## config.mk

```make
export PLATFORM = sky130hd
export DESIGN_NAME = instr_fetch_unit
export DESIGN_NICKNAME = d
export VERILOG_FILES = /design/src/rtl/citrus_fetch_pkg.sv /design/src/rtl/fetch_fifo.sv /design/src/rtl/instr_fetch_unit.sv
export SDC_FILE = /design/constraint.sdc
export NUM_CORES = 1
export LEC_CHECK = 0
export ABC_AREA = 1
export ABC_CLOCK_PERIOD_IN_PS = 5000
export CORE_MARGIN = 8
export CORE_UTILIZATION = 55
export CTS_CLUSTER_SIZE = 14
export DETAILED_ROUTE_END_ITERATION = 12
export GPL_TIMING_DRIVEN = 0
export PLACE_DENSITY = 0.84
export SKIP_CTS_REPAIR_TIMING = 1
export SYNTH_ARGS = -nofsm -noshare
export SYNTH_HDL_FRONTEND = slang
export SYNTH_HIERARCHICAL = 1
export SYNTH_SLANG_ARGS = --single-unit
```

## constraint.sdc

```tcl
create_clock -name clk -period 5 [get_ports clk]
set_input_delay 1.25 -clock clk [delete_from_list [all_inputs] [get_ports clk]]
set_output_delay 1.25 -clock clk [all_outputs]
set_load 0.05 [all_outputs]
```

## src/rtl/citrus_fetch_pkg.sv

```systemverilog
// Shared widths, halt encoding and the prefetch entry layout for the Citrus fetch unit.
package citrus_fetch_pkg;

   localparam int          FETCH_ADDR_W    = 16;
   localparam int          FETCH_DATA_W    = 32;
   localparam logic [31:0] FETCH_HALT_WORD = 32'hFFFF_FFFF;

   typedef struct packed {
      logic [FETCH_ADDR_W-1:0] pc;
      logic [FETCH_DATA_W-1:0] instr;
   } fetch_entry_t;

endpackage

```

## src/rtl/fetch_fifo.sv

```systemverilog
// Synchronous prefetch FIFO of fetch_entry_t; flush empties it in one cycle.
module fetch_fifo
   import citrus_fetch_pkg::*;
#(
   parameter int DEPTH = 4,
   localparam int PTR_W = $clog2(DEPTH),
   localparam int CNT_W = $clog2(DEPTH + 1)
) (
   input  logic             clk,
   input  logic             rst,
   input  logic             flush,
   input  logic             push,
   input  logic             pop,
   input  fetch_entry_t     wr_entry,
   output fetch_entry_t     rd_entry,
   output logic [CNT_W-1:0] count,
   output logic             full,
   output logic             empty
);

   logic [PTR_W-1:0] wr_ptr_q, wr_ptr_d;
   logic [PTR_W-1:0] rd_ptr_q, rd_ptr_d;
   logic [CNT_W-1:0] count_q, count_d;
   fetch_entry_t     mem_q [DEPTH];

   always_comb begin
      wr_ptr_d = wr_ptr_q;
      rd_ptr_d = rd_ptr_q;
      count_d  = count_q;
      if (flush) begin
         wr_ptr_d = '0;
         rd_ptr_d = '0;
         count_d  = '0;
      end else begin
         // DEPTH is a power of two, so pointers wrap by plain overflow
         if (push) wr_ptr_d = wr_ptr_q + 1'b1;
         if (pop)  rd_ptr_d = rd_ptr_q + 1'b1;
         case ({push, pop})
            2'b10:   count_d = count_q + 1'b1;
            2'b01:   count_d = count_q - 1'b1;
            default: count_d = count_q;
         endcase
      end
   end

   always_ff @(posedge clk) begin
      if (rst) begin
         wr_ptr_q <= '0;
         rd_ptr_q <= '0;
         count_q  <= '0;
      end else begin
         wr_ptr_q <= wr_ptr_d;
         rd_ptr_q <= rd_ptr_d;
         count_q  <= count_d;
      end
   end

   always_ff @(posedge clk) begin
      if (!rst && !flush && push) mem_q[wr_ptr_q] <= wr_entry;
   end

   assign count    = count_q;
   assign full     = (count_q == CNT_W'(DEPTH));
   assign empty    = (count_q == '0);
   assign rd_entry = empty ? '0 : mem_q[rd_ptr_q];

endmodule

```

## src/rtl/instr_fetch_unit.sv

```systemverilog
// Citrus instruction fetch: drives the ROM address, prefetches into fetch_fifo, hands words to decode.
// Define CITRUS_FETCH_HALT_EN to stop fetching after a HALT_WORD is pushed.
// Valid/ready: an entry transfers on a rising edge where out_valid & out_ready are both high;
// out_valid never depends on out_ready, and redirect masks both valid and the transfer.
module instr_fetch_unit
   import citrus_fetch_pkg::*;
#(
   parameter int                ADDR_W    = FETCH_ADDR_W,
   parameter int                DATA_W    = FETCH_DATA_W,
   parameter int                DEPTH     = 4,
   parameter logic [ADDR_W-1:0] RESET_PC  = '0,
   parameter logic [DATA_W-1:0] HALT_WORD = FETCH_HALT_WORD
) (
   input  logic              clk,
   input  logic              rst,
   output logic [ADDR_W-1:0] rom_addr,
   input  logic [DATA_W-1:0] rom_data,
   input  logic              redirect,
   input  logic [ADDR_W-1:0] redirect_pc,
   output logic              out_valid,
   input  logic              out_ready,
   output logic [DATA_W-1:0] out_instr,
   output logic [ADDR_W-1:0] out_pc,
   output logic              fetch_halted
);

   localparam int CNT_W = $clog2(DEPTH + 1);

   logic [ADDR_W-1:0] fetch_pc_q, fetch_pc_d;
   logic              halted;
   logic              push, pop;
   logic              fifo_full, fifo_empty;
   logic [CNT_W-1:0]  fifo_count_unused;
   fetch_entry_t      wr_entry, rd_entry;

   assign out_valid = ~fifo_empty & ~redirect;
   assign pop       = out_valid & out_ready;
   // A pop frees a slot in the same edge, so a full FIFO still fetches one word per cycle
   assign push      = ~redirect & ~halted & (~fifo_full | pop);

   always_comb begin
      wr_entry       = '0;
      wr_entry.pc    = fetch_pc_q;
      wr_entry.instr = rom_data;
   end

   always_comb begin
      fetch_pc_d = fetch_pc_q;
      if (redirect)  fetch_pc_d = redirect_pc;
      else if (push) fetch_pc_d = fetch_pc_q + 1'b1;
   end

   always_ff @(posedge clk) begin
      if (rst) fetch_pc_q <= RESET_PC;
      else     fetch_pc_q <= fetch_pc_d;
   end

`ifdef CITRUS_FETCH_HALT_EN
   logic halted_q, halted_d;

   always_comb begin
      halted_d = halted_q;
      if (redirect)                             halted_d = 1'b0;
      else if (push && (rom_data == HALT_WORD)) halted_d = 1'b1;
   end

   always_ff @(posedge clk) begin
      if (rst) halted_q <= 1'b0;
      else     halted_q <= halted_d;
   end

   assign halted = halted_q;
`else
   logic unused_halt_word;
   assign unused_halt_word = ^HALT_WORD;
   assign halted           = 1'b0;
`endif

   fetch_fifo #(.DEPTH(DEPTH)) u_fifo (
      .clk      (clk),
      .rst      (rst),
      .flush    (redirect),
      .push     (push),
      .pop      (pop),
      .wr_entry (wr_entry),
      .rd_entry (rd_entry),
      .count    (fifo_count_unused),
      .full     (fifo_full),
      .empty    (fifo_empty)
   );

   assign rom_addr     = fetch_pc_q;
   assign out_instr    = rd_entry.instr;
   assign out_pc       = rd_entry.pc;
   assign fetch_halted = halted;

endmodule

```

==> impl_metrics.ini <==
[place]
dp_hpwl_mm = 14.07
placed_area_um2 = 10770
place_ws_ns = 0.8381
port_buffers = 116
globalplace.congestion = 0.8896
dp_cells = 1202

[setup_path]
cp-start-kind = primary input
r2r_end = u_fifo/mem_q[3][4]
regToRegStartpoint = u_fifo/count[1]
crit_arrival_ns = 2.85
cp_max_fo = 7
cp-end-kind = output pin
path_class = in2out
r2r_cells = 11
crit_required_ns = 3.75
rrSetupSlack_ns = 2.03

[synth]
ys_ff_latch = 217
yosysUniqueCellTypes = 34
ys_seq_area_share_pct = 67.94
synth_cells = 862
synth_largest_area_cell = edfxtp_1
yosysWarningCount = 6
synth_edf_count = 192
synth_area_leaders = edfxtp_1 63%, nand2_1 10%, dfxtp_1 5.4%, nor2_1 4.8%, o21ai_0 3.3%
synth_flop_cell = edfxtp_1
syn_area_um2 = 9223
ys_async_sr_fraction_pct = 0
synth.avg_cell_area_um2 = 10.70
synthesis.nets = 921
post-synth-top-area-fraction_pct = 62.52

[power_and_ir_drop]
p_leak_nw = 4.303
pwr_density_cell_nw_per_um2 = 344.8
finalPower_mw = 3.949
peakVddDrop_mv = 0.1978

[timing]
tightest_slew_ns = 0.8838
rsz0062_at_grt = no
slew_headroom_pct = 40.94
fin_tns_setup_ns = 0
hold_viol = 0
fin_skew_ns = 0.01017
fin_crit_ns = 4.098
slew_viol_final = 0
fmax_mhz = 244.0
setup_violations = 0
finalWorstSetupSlack_ns = 0.9024
post-route-period-util_pct = 81.95

[global_route]
grt_max_degree = 29
overflow = 0
grt_pass1_wl_mm = 34.52
first_global_vias = 6715
antenna_found_initial = 0
globalRouteTotalUtil_pct = 20.04

[floorplanning]
num_rows = 47
die_w_um = 145.5
fp.dieArea_um2 = 21170
die_y_um = 145.5
start_util_pct = 56.01
ios = 118
core_um2 = 16470

[routing]
vias = 6649
postRouteAntennaNets = 0
post-route-drc-count = 0
drtIter0Drc = 537
firstDrtPassIters = 5
drt-vias-per-instance = 5.366
drt-wirelength-per-cell_um = 17.72
wl_mm = 21.95

[finish]
area_delta_synth_final_pct = 24.18
antenna_cells = 0
postLayoutCellArea_um2 = 11450
final_cells = 1239
drive_gt1_share_pct = 9.421
design.final.nets = 1064

[worst_hold_path]
hold_path_end = u_fifo/rd_ptr_q[1]
min_from = u_fifo/rd_ptr_q[1]
hp-class = reg2reg
holdPathStages = 1

[clock_network]
cts.reportedPaths.clkPinSlew_ns = 0.06
clk_latency_ns = 0.49
root_buffer = clkbuf_16
htreeDepth = 1
clk_path_buf_depth = 3
cts-buffers-inserted = 21
cts_tree = yes
cts.sinks = 217

[job]
cap_violations = 0

[status]
outcome = complete, no violations
## through the flow
| stage | hold slack, ns | util, % |
|---|---|---|
| 2_1_floorplan | 0.4117 | - |
| 3_3_place_gp | 0.4311 | 64.73 |
| 3_5_place_dp | 0.4313 | 65.40 |
| 4_1_cts | 0.4502 | 69.55 |
| 5_1_grt | 0.4720 | 69.55 |
| 6_report | 0.4632 | 69.55 |
## worst max path at each step
stage / depth (start not counted) / to / slack, ns / from
2_1_floorplan: 8 / u_fifo/mem_q[0][0] / 0.41 / redirect
3_3_place_gp: 8 / u_fifo/mem_q[0][11] / -1.55 / redirect
3_5_place_dp: 9 / u_fifo/mem_q[3][0] / 0.84 / redirect
4_1_cts: 3 / out_valid / 0.89 / redirect
5_1_grt: 3 / out_valid / 0.83 / redirect
6_report: 3 / out_valid / 0.90 / redirect
## registers in the layout, summed over array words and instances (netlist names), named ones only
register / flops
u_fifo/mem_q: 192
rom_addr: 16
u_fifo/count: 3
u_fifo/rd_ptr_q: 2
u_fifo/wr_ptr_q: 2
## cell type report
cell class / instances / area, µm²
Timing Repair Buffer: 120 / 1241
Clock buffer: 32 / 659.4
Multi-Input combinational cell: 556 / 2522
Clock inverter: 5 / 23.77
Fill cell: 1195 / 5014
Buffer: 42 / 280.3
Sequential cell: 217 / 6266
Inverter: 47 / 183.9
Tap cell: 220 / 275.3
## report_power, final
group / switching, mW / internal [mW]
registers: 0.0283 / 2.00
logic: 0.252 / 0.134
clock network: 0.625 / 0.908
total: 0.905 / 3.04
## worst max-delay path, stage by stage
cell and delay (ns):
clkdlybuf4s50_1 0.57, nor2_4 0.20, clkdlybuf4s50_1 0.82
## Yosys cell counts, types with 2 or more instances
library cell and n:
nand2_1 253, edfxtp_1 192, nor2_1 118, o21ai_0 60, a21oi_1 55, inv_1 42, dfxtp_1 25, nand3_1 16
buf_2 14, clkbuf_1 13, buf_6 9, o21ai_1 9, a21oi_2 7, nand3_2 7, ha_1 6, a31oi_1 5
buf_4 4, nand2_4 3, nand4_1 3, nor3_1 3, buf_8 2, inv_2 2, nor2_2 2, or2_2 2
## cells by family (layout without fill, tap and decap cells)
family,count (synthesis),in the layout,synth area share (%)
flip-flops,217,217,67.94
other,1,1,0.04066
AO/OA/AOI/OAI,137,137,7.814
buffers and inverters,89,246,5.033
XOR/XNOR,1,1,0.09498
AND/OR/NAND/NOR,410,410,18.04
adder cells (fa/ha/maj),7,7,1.031
## routing by layer
metal / up-vias / wire length, µm / GRT usage, % / share of wire [%]
met5: - / 0 / 0 / 0
met1: 3154 / 9095 / 25.31 / 41
met2: 277 / 10880 / 34.30 / 50
li1: 3186 / - / - / -
met3: 32 / 1677 / 4.136 / 7.6
met4: 0 / 297 / 5.778 / 1.4
## cell usage in the layout, fill, tap and decap left out, drive strengths merged, types with 5 or more instances in the layout
master and instances:
a31oi 5, dfxtp 25, nand2 256, nand3 23
nor2 121, ha 6, buf 33, clkdlybuf4s50 116
clkbuf 45, clkinv 6, o21ai 69, edfxtp 192
inv 46, a21oi 62
Note: power is estimated with default switching activity, not from simulation.
